===== src/rtl/user_stream_tx_if.sv =====
// Push-side and operator-side handshake bundle for user_stream_tx.
// master = the transmitter block, slave = its environment (receive path + operator).
interface user_stream_tx_if #(
  parameter int PAYLOAD_BITS = 32
);
  logic [PAYLOAD_BITS-1:0] din_leaf_bft2user;
  logic                    din_vld;
  logic                    din_rdy;
  logic [PAYLOAD_BITS-1:0] dout_leaf_interface2user;
  logic                    vld_interface2user;
  logic                    ack_user2interface;

  modport master (
    input  din_leaf_bft2user, din_vld, ack_user2interface,
    output din_rdy, dout_leaf_interface2user, vld_interface2user
  );

  modport slave (
    output din_leaf_bft2user, din_vld, ack_user2interface,
    input  din_rdy, dout_leaf_interface2user, vld_interface2user
  );
endinterface


===== src/rtl/user_stream_tx.sv =====
// ap_vld/ap_ack user-stream transmitter: FIFO + output register, freespace credit pulses.
// Define USER_STREAM_TX_STATS_EN to add saturating transfer/stall counters.
module user_stream_tx #(
  parameter int PAYLOAD_BITS          = 32,
  parameter int FIFO_ADDR_BITS        = 4,
  parameter int FREESPACE_UPDATE_SIZE = 8
) (
  input  logic                      clk_user,
  input  logic                      reset,
  user_stream_tx_if.master          bus,
  output logic                      freespace_upd,
  output logic [FIFO_ADDR_BITS+1:0] occupancy
`ifdef USER_STREAM_TX_STATS_EN
  ,
  output logic [31:0]               stat_xfer_cnt,
  output logic [31:0]               stat_stall_cnt
`endif
);

  localparam int DEPTH = 2 ** FIFO_ADDR_BITS;
  localparam int OCC_W = FIFO_ADDR_BITS + 2;
  localparam int FC_W  = FIFO_ADDR_BITS + 1;
  localparam int CNT_W = $clog2(FREESPACE_UPDATE_SIZE + 1);
  localparam logic [OCC_W-1:0] CAP     = OCC_W'(DEPTH + 1);
  localparam logic [CNT_W-1:0] FS_LAST = CNT_W'(FREESPACE_UPDATE_SIZE - 1);

  typedef enum logic {OREG_EMPTY, OREG_FULL} oreg_state_e;

  oreg_state_e state_q, state_d;

  logic [PAYLOAD_BITS-1:0]   mem [DEPTH];
  logic [FIFO_ADDR_BITS-1:0] wr_ptr, rd_ptr;
  logic [FC_W-1:0]           fifo_cnt;
  logic [PAYLOAD_BITS-1:0]   oreg;
  logic [CNT_W-1:0]          cons_cnt;
  logic push, pop, fifo_wr, fifo_rd, load_fifo, load_bypass, fifo_nempty;

  // Ready looks only at occupancy, so a full block never admits a push even on a pop cycle.
  assign bus.din_rdy                  = reset && (occupancy < CAP);
  assign bus.vld_interface2user       = (state_q == OREG_FULL);
  assign bus.dout_leaf_interface2user = oreg;

  assign push        = bus.din_vld && bus.din_rdy;
  assign pop         = bus.vld_interface2user && bus.ack_user2interface;
  assign fifo_nempty = (fifo_cnt != '0);
  assign fifo_rd     = load_fifo;
  assign fifo_wr     = push && !load_bypass;

  // OREG refill: FIFO head has priority; an incoming word bypasses only when the FIFO is dry.
  always_comb begin
    state_d     = state_q;
    load_fifo   = 1'b0;
    load_bypass = 1'b0;
    case (state_q)
      OREG_EMPTY: begin
        if (fifo_nempty) begin
          load_fifo = 1'b1;
          state_d   = OREG_FULL;
        end else if (push) begin
          load_bypass = 1'b1;
          state_d     = OREG_FULL;
        end
      end
      OREG_FULL: begin
        if (pop) begin
          if (fifo_nempty)  load_fifo   = 1'b1;
          else if (push)    load_bypass = 1'b1;
          else              state_d     = OREG_EMPTY;
        end
      end
      default: state_d = OREG_EMPTY;
    endcase
  end

  always_ff @(posedge clk_user) begin
    if (!reset) begin
      state_q       <= OREG_EMPTY;
      oreg          <= '0;
      wr_ptr        <= '0;
      rd_ptr        <= '0;
      fifo_cnt      <= '0;
      occupancy     <= '0;
      cons_cnt      <= '0;
      freespace_upd <= 1'b0;
    end else begin
      state_q <= state_d;
      if (load_fifo)        oreg <= mem[rd_ptr];
      else if (load_bypass) oreg <= bus.din_leaf_bft2user;
      if (fifo_wr) wr_ptr <= wr_ptr + 1'b1;
      if (fifo_rd) rd_ptr <= rd_ptr + 1'b1;
      fifo_cnt  <= fifo_cnt + FC_W'(fifo_wr) - FC_W'(fifo_rd);
      occupancy <= occupancy + OCC_W'(push) - OCC_W'(pop);
      freespace_upd <= 1'b0;
      if (pop) begin
        if (cons_cnt == FS_LAST) begin
          cons_cnt      <= '0;
          freespace_upd <= 1'b1;
        end else begin
          cons_cnt <= cons_cnt + 1'b1;
        end
      end
    end
  end

  // Storage array is not reset; pointers/count make stale entries unreachable.
  always_ff @(posedge clk_user) begin
    if (fifo_wr) mem[wr_ptr] <= bus.din_leaf_bft2user;
  end

`ifdef USER_STREAM_TX_STATS_EN
  always_ff @(posedge clk_user) begin
    if (!reset) begin
      stat_xfer_cnt  <= '0;
      stat_stall_cnt <= '0;
    end else begin
      if (pop && (stat_xfer_cnt != '1))
        stat_xfer_cnt <= stat_xfer_cnt + 1'b1;
      if (bus.vld_interface2user && !bus.ack_user2interface && (stat_stall_cnt != '1))
        stat_stall_cnt <= stat_stall_cnt + 1'b1;
    end
  end
`endif

endmodule


===== src/flat_wrapper.sv =====
// flat-port wrapper written by rule: the top's interface ports become plain ports
module user_stream_tx_flat 
#(
  parameter int PAYLOAD_BITS          = 32,
  parameter int FIFO_ADDR_BITS        = 4,
  parameter int FREESPACE_UPDATE_SIZE = 8
)
  (clk_user, reset, freespace_upd, occupancy, bus_din_leaf_bft2user, bus_din_vld, bus_ack_user2interface, bus_din_rdy, bus_dout_leaf_interface2user, bus_vld_interface2user);
  user_stream_tx_if #(.PAYLOAD_BITS(PAYLOAD_BITS)) bus_i ();
  input  logic clk_user;
  input  logic reset;
  output logic freespace_upd;
  output logic [FIFO_ADDR_BITS+1:0] occupancy;
  input wire logic [$bits(bus_i.din_leaf_bft2user)-1:0] bus_din_leaf_bft2user;
  input wire logic [$bits(bus_i.din_vld)-1:0] bus_din_vld;
  input wire logic [$bits(bus_i.ack_user2interface)-1:0] bus_ack_user2interface;
  output wire logic [$bits(bus_i.din_rdy)-1:0] bus_din_rdy;
  output wire logic [$bits(bus_i.dout_leaf_interface2user)-1:0] bus_dout_leaf_interface2user;
  output wire logic [$bits(bus_i.vld_interface2user)-1:0] bus_vld_interface2user;
  assign bus_i.din_leaf_bft2user = bus_din_leaf_bft2user;
  assign bus_i.din_vld = bus_din_vld;
  assign bus_i.ack_user2interface = bus_ack_user2interface;
  assign bus_din_rdy = bus_i.din_rdy;
  assign bus_dout_leaf_interface2user = bus_i.dout_leaf_interface2user;
  assign bus_vld_interface2user = bus_i.vld_interface2user;
  user_stream_tx #(.PAYLOAD_BITS(PAYLOAD_BITS), .FIFO_ADDR_BITS(FIFO_ADDR_BITS), .FREESPACE_UPDATE_SIZE(FREESPACE_UPDATE_SIZE)) u_core (.clk_user(clk_user), .reset(reset), .bus(bus_i), .freespace_upd(freespace_upd), .occupancy(occupancy));
endmodule

===== config.mk =====
export PLATFORM = sky130hd
export DESIGN_NAME = user_stream_tx_flat
export DESIGN_NICKNAME = d
export VERILOG_FILES = /design/src/rtl/user_stream_tx_if.sv /design/src/rtl/user_stream_tx.sv /design/src/flat_wrapper.sv
export SDC_FILE = /design/constraint.sdc
export NUM_CORES = 1
export LEC_CHECK = 0
export CAP_MARGIN = 25
export CELL_PAD_IN_SITES_DETAIL_PLACEMENT = 2
export CELL_PAD_IN_SITES_GLOBAL_PLACEMENT = 2
export CORE_MARGIN = 10
export CORE_UTILIZATION = 40
export DETAILED_ROUTE_END_ITERATION = 10
export PLACE_DENSITY = 0.77
export SLEW_MARGIN = 20
export SYNTH_ARGS = -nofsm -noshare
export SYNTH_HDL_FRONTEND = slang
export SYNTH_SLANG_ARGS = --single-unit
export TNS_END_PERCENT = 20

===== constraint.sdc =====
create_clock -name clk_user -period 8.3 [get_ports clk_user]
set_input_delay 1.66 -clock clk_user [delete_from_list [all_inputs] [get_ports clk_user]]
set_output_delay 1.66 -clock clk_user [all_outputs]
set_load 0.05 [all_outputs]

-- Yosys cells after proc, flatten, opt, wreduce, memory -nomap -nowiden
Memory sizes are Yosys's and may differ from the RTL's. A register that Yosys moved wholly into a read port is not among the register bits.
Cells that the tools add are included.
- memory bits (writable): 512
- input bits: 36
- register bits after elaboration: 57
- bits in read-only memories: 0
- memories: 1
- latch bits: 0
- divide/modulo/power cells: 0
- multipliers: 0
- equality and inequality tests: 1
- shift-type cells: 0
- bitwise operators: 1
- add/sub/neg operators: 7
- mux-type cells: 18
- order comparisons: 1
- reduce and logical (&&, ||, !) cells: 8
- memory list (name ; words ; bits a word ; rd ports ; clocked after memory_dff ; write ports ; RTL line ; RTL):
    u_core.mem ; 16 ; 32 ; 1 ; 1 ; 1 ; user_stream_tx.sv:31 ; logic [PAYLOAD_BITS-1:0] mem [DEPTH];
- operators with widths (kind ; count):
    32-bit two-way mux ; 2
    4-bit by 1-bit adder with 4-bit output, second input constant ; 3
    4-bit two-way mux ; 3
    1-bit two-way mux ; 10
    6-bit by 1-bit adder with 6-bit output ; 1
    6-bit by 5-bit < comparator with 1-bit output, second input constant ; 1
    1-bit case mux with 2 select lines ; 3
    6-bit by 1-bit subtractor with 6-bit output ; 1
    5-bit by 1-bit adder with 5-bit output ; 1
    5-bit nonzero test ; 1
    5-bit by 1-bit subtractor with 5-bit output ; 1
    4-bit by 3-bit == test with 1-bit output, second input constant ; 1
    1-bit logical AND ; 4
    2-bit AND reduction ; 1
    2-bit nonzero test ; 1
    1-bit logical NOT ; 1
    1-bit inverter ; 1

-- Depth between registers and ports, before layout
Gate-level depths: netlist (run 1).
- depth in word-level cells: 11
- mapped depth: 14

-- Worst setup path before layout (run 1)
No wires, ideal clock.
- path kind: in2reg
- start: in reset
- end: mem u_core.mem[0][0] (enable)
- path buffers: 0
- arrival: 4.648 ns
- setup time: 0.461 ns
- slack: 3.191 ns
- stages: 5
- cells stage by stage: and2b_1 nand4_1 nor2_1 nand2_1 nor3_1
- word-level cells in the longest chain between the ends: 10
- RTL lines (item ; RTL line ; RTL):
    start: declaration ; flat_wrapper.sv:11 ; input logic reset;
    1-bit logical AND * ; user_stream_tx.sv:39 ; assign bus.din_rdy = reset && (occupancy < CAP);
    1-bit logical AND * ; user_stream_tx.sv:43 ; assign push = bus.din_vld && bus.din_rdy;
    1-bit two-way mux ; user_stream_tx.sv:59, user_stream_tx.sv:67 ;
    1-bit two-way mux ; user_stream_tx.sv:56, user_stream_tx.sv:66 ;
    1-bit two-way mux ; user_stream_tx.sv:65 ; if (pop) begin
    1-bit case mux with 2 select lines ; user_stream_tx.sv:54 ; case (state_q)
    1-bit logical NOT ; user_stream_tx.sv:47 ; assign fifo_wr = push && !load_bypass;
    1-bit logical AND * ; user_stream_tx.sv:47 ;
    via u_core.fifo_wr ; user_stream_tx.sv:36 ; logic push, pop, fifo_wr, fifo_rd, load_fifo, load_bypass, fifo_nempty;
    1-bit two-way mux * ; user_stream_tx.sv:107 ; if (fifo_wr) mem[wr_ptr] <= bus.din_leaf_bft2user;
    1-bit two-way mux (not written as such) * ; user_stream_tx.sv:107 ;
    end: declaration ; user_stream_tx.sv:31 ;
Mark *: on every way through the listed nets, which the timed path passes. The rest lies on a longest branch.

-- Worst setup path in the final report (run 1)
- start: in reset
- end: out bus_din_rdy
- word-level cells in the longest chain between the ends: 1
- RTL lines (item ; RTL line ; RTL):
    1-bit logical AND ; user_stream_tx.sv:39 ;
    end: declaration ; flat_wrapper.sv:17 ; output wire logic [$bits(bus_i.din_rdy)-1:0] bus_din_rdy;
No other way between the ends.

==> results.cfg, run 1 <==
[finish]
diodes = 0
nets = 1392
regArea_um2 = 16600
area_delta_synth_final_pct = 16.9
drive_gt1_share_pct = 17.2
fillerInstances = 5055
multi_input_area_um2 = 5750
stdcell_count = 2138

[global_route]
met3_usage_pct = 3.79
antenna_found_initial = 1
globalRouteOverflowTotal = 0
met2_usage_pct = 33.6
grt_usage_pct = 19.5
grt_pass1_wl_mm = 96.7
grtUsageMet1_pct = 24.5
grt_max_degree = 95
top_usage_layer = met2
grt_pass1_vias = 13800

[flow_run]
maxCapViolCount = 0

[cts]
post_cts_buffers = 0
cts_buffers = 60
cts_tree = yes
ctsHtreeMaxLevel = 2
root_buffer = clkbuf_16
clock_path_buffers = 3
postCtsHoldBufs = 0
ctsResizeCount = 0
cts_sinks = 573
clk-insertion-delay-late_ns = 0.63
cts.clk_slew.worst_paths_ns = 0.06

[critical_path]
crit_top_cell = clkdlybuf4s50_1
worstSetupStartpoint = reset
worstSetupEndpoint = bus_din_rdy
worst_setup_path_start_kind = input pin
cpMaxStageDelayCell = clkdlybuf4s50_1
reg2reg_slack_ns = 4.89
r2r_cells = 8
cp_data_required_time_ns = 6.64
critPathKind = in -> out
critPathMaxFanout = 35
worstPathArrival_ns = 3.57
r2r-end = u_core.mem[5][29]
r2r_start = u_core.occupancy[3]
end_kind = primary output
cp_cell_sequence = clkdlybuf4s50_1 > buf_4 > and2b_1 > and3_1 > clkdlybuf4s50_1
max_stage_delay_ns = 0.82

[synth]
synth_area_um2 = 22700
async_reset_ff_share_pct = 0
yosysWarningCount = 0
synth.distinct_cells = 53
synth_edf_count = 512
syn_avg_cell_area_um2 = 18.5
synth_nets = 1286
synth-seq-cells = 573
ys.flop_type = edfxtp_1
synth_cells = 1227
seq_area_frac_synth_pct = 73.1

[status]
status = finished clean

[die]
start_util_pct = 40.3
core_area_um2 = 56300
dieWidth_um = 258
die_h_um = 258
dieArea_um2 = 66700
rows = 87
pin_count = 77

[timing]
skew_ns = 0.0122
finalHoldViolCount = 0
tns_ns = 0
slew_violations = 0
fmax_ghz = 0.191
worst_pin_slew_ns = 0.911
setup_viol = 0
period_needed_ns = 5.23
max-slew-margin-rel_pct = 39.2
rsz0062_at_grt = no
fin_crit_sh_pct = 63.0

[drt]
drtPass1Iterations = 5
first_iter_violations = 902
route.vias.total = 12300
drc = 0
drt-vias-per-instance = 5.76
routed_wl_mm = 65.4
wl_per_cell_um = 30.6
antenna_left = 0

[min_path]
hp-class = reg -> reg

[placement]
dp_hpwl_mm = 39.6
gp_congestion = 0.726
dp_cells = 2024
portBuffers = 76

[power]
swShare_pct = 30.7
p_leak_nw = 8.43
clkPwrFrac_pct = 32.5
combPwrFrac_pct = 25.3
p_int_w = 0.00560
p_per_area_nw_per_um2 = 304
seqPwrFrac_pct = 42.2
switchingPower_w = 0.00248
vdd_drop_max_mv = 0.178
==> worst min-delay path by stage <==
stage	start	end	slack, ns	depth (start not counted)
floorplan	u_core.cons_cnt[3]	u_core.cons_cnt[3]	0.45	2
global placement	u_core.cons_cnt[3]	u_core.cons_cnt[3]	0.46	2
detailed placement	u_core.bus.dout_leaf_interface2user[1]	u_core.bus.dout_leaf_interface2user[1]	0.48	1
CTS	u_core.bus.dout_leaf_interface2user[13]	u_core.bus.dout_leaf_interface2user[13]	0.50	1
global route	u_core.bus.dout_leaf_interface2user[24]	u_core.bus.dout_leaf_interface2user[24]	0.51	1
finish	u_core.bus.dout_leaf_interface2user[13]	u_core.bus.dout_leaf_interface2user[13]	0.49	1
==> cell families after synthesis <==
kind of cell,after synthesis,share of synthesized area (%)
fa+ha+maj,23,1.33
mux,193,12.0
simple gates,133,3.66
xor+xnor,12,0.463
flops,573,73.1
buf+inv,92,2.21
compound gates,201,7.16
==> registers in the layout (all words and copies together), names as in the netlist, 4 cells and up, named ones only <==
name and cells:
u_core.rd_ptr 4, u_core.occupancy 6, u_core.mem 512, u_core.cons_cnt 4, u_core.wr_ptr 4, u_core.fifo_cnt 5, u_core.bus.dout_leaf_interface2user 32
==> power groups by stage <==
| stage | clock network (W) | registers (W) | logic, W |
|---|---|---|---|
| after floorplan | 0 | 0.00364 | 0.00124 |
| after global placement | 0 | 0.00350 | 0.00189 |
| after detailed placement | 0 | 0.00351 | 0.00200 |
| after CTS | 0.00268 | 0.00345 | 0.00202 |
| after global routing | 0.00279 | 0.00343 | 0.00219 |
| final | 0.00263 | 0.00341 | 0.00204 |
==> cells in the mapped netlist, drive strengths merged, types with 4 or more instances <==
cell type  instances  area (µm²)
edfxtp           512       15400
and3b             23         201
mux2i            129        1290
dfxtp             61        1220
clkbuf            21        78.8
nand2             27         101
a221oi            31         434
xnor2              8        70.1
and2              16         100
inv               23        86.3
nor3b              8        65.1
a21oi              8        40.0
mux4              64        1440
a22oi             55         413
nand4              5        31.3
a211oi             9        67.6
xor2               4        35.0
nor2b              9        56.3
a221o              8        80.1
buf               48         337
nand2b             4        25.0
ha                21         263
a22o              23         201
nor2              18        72.6
a31oi             24         150
nor3               5        25.0
o21ai             34         170
==> metal layers <==
| layer | wire length (µm) | up-vias |
|---|---|---|
| met4 | 1470 | 2 |
| met1 | 26800 | 6610 |
| met2 | 33700 | 399 |
| met5 | 9 | - |
| met3 | 3350 | 103 |
| li1 | - | 5208 |
==> placed cells by master, fill, tap and decap left out, types with 9 or more instances in the layout <==
cell and n:
edfxtp_1 512, nor2_4 13, dfxtp_1 58, clkbuf_1 20, nand2_1 27, inv_1 23
a22o_1 23, mux2i_1 129, buf_4 23, clkinv_2 13, a221oi_2 26, buf_16 9
clkdlybuf4s50_1 76, a31oi_1 24, o21ai_1 19, and2_1 15, and3b_1 23, a211oi_1 9
ha_1 21, mux4_2 64, clkbuf_16 62, o21ai_0 14, a22oi_1 55
==> per-stage QoR <==
step                      worst slack (ns)  util, %  instance area [µm²]  hold slack (ns)  power, W
after CTS                             3.04     47.0                26500            0.499   0.00815
final                                 3.07     47.2                26500            0.488   0.00808
after detailed placement              3.04     43.7                24600            0.476   0.00551
after global placement                2.97     43.2                24300            0.465   0.00539
after global routing                  2.97     47.2                26500            0.514   0.00841
after floorplan                       3.19        -                22700            0.453   0.00488
==> critical path, delay by kind of cell <==
family	cells	cell delay, ns
and+or+nand+nor	2	0.34
buffers and inverters	3	1.56
==> layout make-up <==
type | instances | share of cell area (%)
sequential | 573 | 62.6
clock buffer | 83 | 6.18
multi-input combinational | 562 | 21.7
timing repair buffer | 113 | 4.76
clock inverter | 28 | 0.934
tap | 756 | 3.56
inverter | 23 | 0.325
Note: power is estimated with default switching activity, not from simulation.
==> inputs of run 2 (changes only) <==
==> constraint.sdc (replaced) <==
create_clock -name clk_user -period 5.1 [get_ports clk_user]
set_input_delay 1.02 -clock clk_user [delete_from_list [all_inputs] [get_ports clk_user]]
set_output_delay 1.02 -clock clk_user [all_outputs]
set_load 0.05 [all_outputs]
==> results.cfg, run 2 (synthesized netlist as in run 1, its figures left out) <==
[finish]
design_area_um2 = 26400
fillerInstances = 5120
largest_register_ffs = 512
multi_input_area_um2 = 5750
final_common_cell = edfxtp_1
stdcell_count = 2138
area_delta_synth_final_pct = 16.4
nets = 1390
top_register = u_core.mem
layout_common_cells = edfxtp_1, mux2i_1, clkdlybuf4s50_1, mux4_2, clkbuf_16
drive_gt1_share_pct = 17.6
regArea_um2 = 16600

[power]
vdd_drop_max_mv = 0.277
swShare_pct = 31.1
seqPwrFrac_pct = 42.5
clkPwrFrac_pct = 32.3
p_per_area_nw_per_um2 = 500
p_int_w = 0.00909
combPwrFrac_pct = 25.2
p_leak_nw = 8.39
switchingPower_w = 0.00410

[drt]
wl_per_cell_um = 31.2
drtPass1Iterations = 5
drt-vias-per-instance = 5.73
drc = 0
antenna_left = 0
route.vias.total = 12200
first_iter_violations = 1068
routed_wl_mm = 66.7

[critical_path]
critPathMaxFanout = 28
critPathKind = in -> reg
end_kind = flip-flop
worst_setup_path_start_kind = input pin
cpMaxStageDelayCell = nor2_1
cp_cell_sequence = clkdlybuf4s50_1 > and2b_1 > nand4_1 > nor2_1 > nand2_1 > nor3_2 > buf_4
r2r_start = u_core.occupancy[2]
max_stage_delay_ns = 0.57
r2r-end = u_core.mem[2][10]
reg2reg_slack_ns = 1.61
cp_data_required_time_ns = 5.35
r2r_cells = 8
worstPathArrival_ns = 3.88

[die]
dieArea_um2 = 66700
die_h_um = 258
core_area_um2 = 56300
dieWidth_um = 258
start_util_pct = 40.3
rows = 87
pin_count = 77

[cts]
post_cts_buffers = 0
clock_path_buffers = 3
postCtsHoldBufs = 0
ctsResizeCount = 0
cts_buffers = 60
root_buffer = clkbuf_16
cts_tree = yes
ctsHtreeMaxLevel = 2
cts.clk_slew.worst_paths_ns = 0.06
cts_sinks = 573
clk-insertion-delay-late_ns = 0.63

[timing]
slew_violations = 0
fmax_ghz = 0.276
rsz0062_at_grt = no
fin_crit_sh_pct = 71.1
worst_pin_slew_ns = 1.08
skew_ns = 0.0199
finalHoldViolCount = 0
max-slew-margin-rel_pct = 28.0
period_needed_ns = 3.63
tns_ns = 0
setup_viol = 0

[status]
status = finished clean

[placement]
gp_congestion = 0.751
portBuffers = 76
placed_area_um2 = 24500
dp_hpwl_mm = 39.8
dp_cells = 2025

[min_path]
hp-start = u_core.bus.dout_leaf_interface2user[18]
min_to = u_core.bus.dout_leaf_interface2user[18]
hp-class = reg -> reg
hold_depth = 1

[global_route]
antenna_found_initial = 3
globalRouteOverflowTotal = 0
grt_pass1_wl_mm = 98.0
grt_usage_pct = 19.8
grt_max_degree = 57
grt_pass1_vias = 13800

[flow_run]
maxCapViolCount = 0
-- run 2: metrics by stage --
step / worst slack, ns / total power [W] / util [%] / hold slack [ns]
3_5_place_dp: 0.824 / 0.00903 / 43.6 / 0.485
2_1_floorplan: 0.631 / 0.00794 / - / 0.453
4_1_cts: 1.49 / 0.0133 / 46.9 / 0.496
3_3_place_gp: 1.08 / 0.00882 / 43.5 / 0.467
5_1_grt: 1.31 / 0.0137 / 46.9 / 0.518
6_report: 1.47 / 0.0132 / 46.9 / 0.500
-- run 2: routing by layer --
metal	vias to the layer above	global-route usage [%]	routed length, µm	part of all wire, %
met2	346	34.7	34500	52
li1	5211	-	-	-
met4	4	4.71	1310	2.0
met1	6588	25.3	27700	42
met5	-	0	23	0.035
met3	96	3.27	3130	4.7
-- run 2: layout make-up --
| class | count | area share, % |
|---|---|---|
| Sequential cell | 573 | 62.9 |
| Clock inverter | 31 | 0.981 |
| Tap cell | 756 | 3.58 |
| Antenna cell | 1 | 0.00948 |
| Timing Repair Buffer | 111 | 4.28 |
| Clock buffer | 81 | 6.17 |
| Inverter | 23 | 0.327 |
| Multi-Input combinational cell | 562 | 21.8 |
-- run 2: power by group through the flow --
stage	sequential, W	combinational, W	clock (W)
detailed placement	0.00571	0.00333	0
global placement	0.00569	0.00312	0
finish	0.00561	0.00332	0.00426
global route	0.00564	0.00357	0.00451
floorplan	0.00593	0.00201	0
CTS	0.00562	0.00336	0.00433
-- run 2: how the worst max path moves through the flow --
stage	start	to	slack, ns	depth (start not counted)
after floorplan	reset	u_core.mem[0][0]	0.63	5
after global placement	reset	u_core.mem[12][17]	1.08	7
after detailed placement	reset	u_core.mem[12][15]	0.82	7
after CTS	reset	u_core.mem[12][11]	1.49	7
after global routing	reset	u_core.mem[2][10]	1.31	7
final	reset	u_core.mem[2][10]	1.47	7
-- run 2: worst max-delay path, delay by kind of cell --
| family | cells | cell delay [ns] |
|---|---|---|
| and+or+nand+nor | 5 | 1.79 |
| buffers and inverters | 2 | 1.04 |
==> inputs of run 3 (changes only) <==
==> constraint.sdc (replaced) <==
create_clock -name clk_user -period 3.4 [get_ports clk_user]
set_input_delay 0.68 -clock clk_user [delete_from_list [all_inputs] [get_ports clk_user]]
set_output_delay 0.68 -clock clk_user [all_outputs]
set_load 0.05 [all_outputs]
==> results.cfg, run 3 (synthesized netlist as in run 1, its figures left out) <==
[status]
status = finished clean

[min_path]
hp-class = reg -> reg
min_to = u_core.bus.dout_leaf_interface2user[27]
hp-start = u_core.bus.dout_leaf_interface2user[27]
hold_depth = 1

[drt]
drc = 0
drtPass1Iterations = 5
route.vias.total = 12600
wl_per_cell_um = 32.7
routed_wl_mm = 70.5
first_iter_violations = 1176
drt-vias-per-instance = 5.84
antenna_left = 0

[cts]
cts_tree = yes
clk-insertion-delay-late_ns = 0.63
ctsResizeCount = 0
cts_sinks = 573
ctsHtreeMaxLevel = 2
root_buffer = clkbuf_16
cts.clk_slew.worst_paths_ns = 0.06
postCtsHoldBufs = 0
clock_path_buffers = 3
post_cts_buffers = 0
cts_buffers = 59

[finish]
drive_gt1_share_pct = 18.9
layout_common_cells = edfxtp_1, mux2i_1, clkdlybuf4s50_1, mux4_2, clkbuf_16
design_area_um2 = 26700
area_delta_synth_final_pct = 17.8
largest_register_ffs = 512
nets = 1410
stdcell_count = 2156
top_register = u_core.mem
fin_util_pct = 47.5
final_common_cell = edfxtp_1
diodes = 0

[placement]
portBuffers = 76
dp_hpwl_mm = 41.7
placed_area_um2 = 24800
dp_cells = 2046
gp_congestion = 0.737

[power]
p_per_area_nw_per_um2 = 752
power.total_w = 0.0201
p_leak_nw = 8.49
vdd_drop_max_mv = 0.437

[global_route]
globalRouteOverflowTotal = 0
grt_pass1_wl_mm = 103
grt_pass1_vias = 14100
grt_max_degree = 41
grt_usage_pct = 21.1
antenna_found_initial = 2

[critical_path]
cp_data_required_time_ns = 3.90
worstPathArrival_ns = 3.31
r2r_cells = 15
r2r_start = u_core.fifo_cnt[2]
r2r-end = u_core.fifo_cnt[4]
end_kind = flip-flop
worst_setup_path_start_kind = flip-flop
critPathMaxFanout = 7
reg2reg_slack_ns = 0.59
critPathKind = reg -> reg

[die]
rows = 87
core_area_um2 = 56300
die_h_um = 258
start_util_pct = 40.3
pin_count = 77
dieWidth_um = 258
dieArea_um2 = 66700

[timing]
finalHoldViolCount = 0
max-slew-margin-rel_pct = 34.6
fmax_ghz = 0.356
worst_pin_slew_ns = 0.979
fin_crit_sh_pct = 82.6
rsz0062_at_grt = no
period_needed_ns = 2.81
setup_viol = 0
slew_violations = 0
fin_hold_ws_ns = 0.501
skew_ns = 0.0280

[flow_run]
maxCapViolCount = 0
## run 3: cell types whose count changed in the layout (fill, tap and decap cells not counted), moves of 4 or more
cell | before | now
nor3_4 | 0 | 4
nor3_2 | 4 | 0
buf_12 | 7 | 19
clkinv_2 | 17 | 10
buf_4 | 27 | 38
clkinvlp_4 | 1 | 6
## run 3: power by group
| part | leakage (nW) | internal [W] | switching [W] |
|---|---|---|---|
| Sequential | 5.11 | 0.00801 | 0.000349 |
| Clock | 0.918 | 0.00365 | 0.00289 |
| Combinational | 2.46 | 0.00210 | 0.00311 |
## run 3: stage by stage
stage | worst slack [ns] | TNS [ns]
finish | 0.593 | 0
global route | 0.347 | 0
CTS | 0.558 | 0
detailed placement | 0.140 | 0
global placement | 0.309 | 0
floorplan | -0.212 | -72.91
## run 3: worst max path at each step
| stage | startpoint | end | slack [ns] | cells past startpoint |
|---|---|---|---|---|
| finish | u_core.fifo_cnt[2] | u_core.fifo_cnt[4] | 0.59 | 15 |
| global route | u_core.fifo_cnt[3] | u_core.fifo_cnt[4] | 0.35 | 15 |
| CTS | u_core.fifo_cnt[2] | u_core.fifo_cnt[4] | 0.56 | 15 |
| detailed placement | reset | u_core.mem[1][16] | 0.14 | 8 |
| global placement | bus_ack_user2interface | u_core.fifo_cnt[4] | 0.31 | 13 |
| floorplan | u_core.occupancy[2] | u_core.mem[12][0] | -0.21 | 7 |
## run 3: area by class of cell
cell class | instances | area, µm²
flip-flops and latches | 573 | 16600
multi-input cells | 562 | 5770
inverters | 23 | 86.3
fillers | 5071 | 29500
clock inverters | 30 | 288
clock buffers | 80 | 1620
well taps | 756 | 946
repair buffers | 132 | 1420
## run 3: worst max-delay path, stage by stage, from the launching register on
cell     delay [ns]
dfxtp_1        0.32
inv_1          0.09
ha_1           0.16
nor4b_4        0.18
buf_4          0.24
nor2_2         0.07
ha_1           0.28
inv_1          0.06
ha_1           0.21
inv_1          0.09
fa_1           0.21
inv_1          0.06
a21oi_1        0.14
nor2_1         0.06
or3_1          0.33
and3_1         0.18
## run 3: routing by layer
layer	GRT usage, %	wire, µm
met5	0	27
met4	5.88	1810
met3	4.01	4080
met2	36.1	35800
met1	27.1	28800
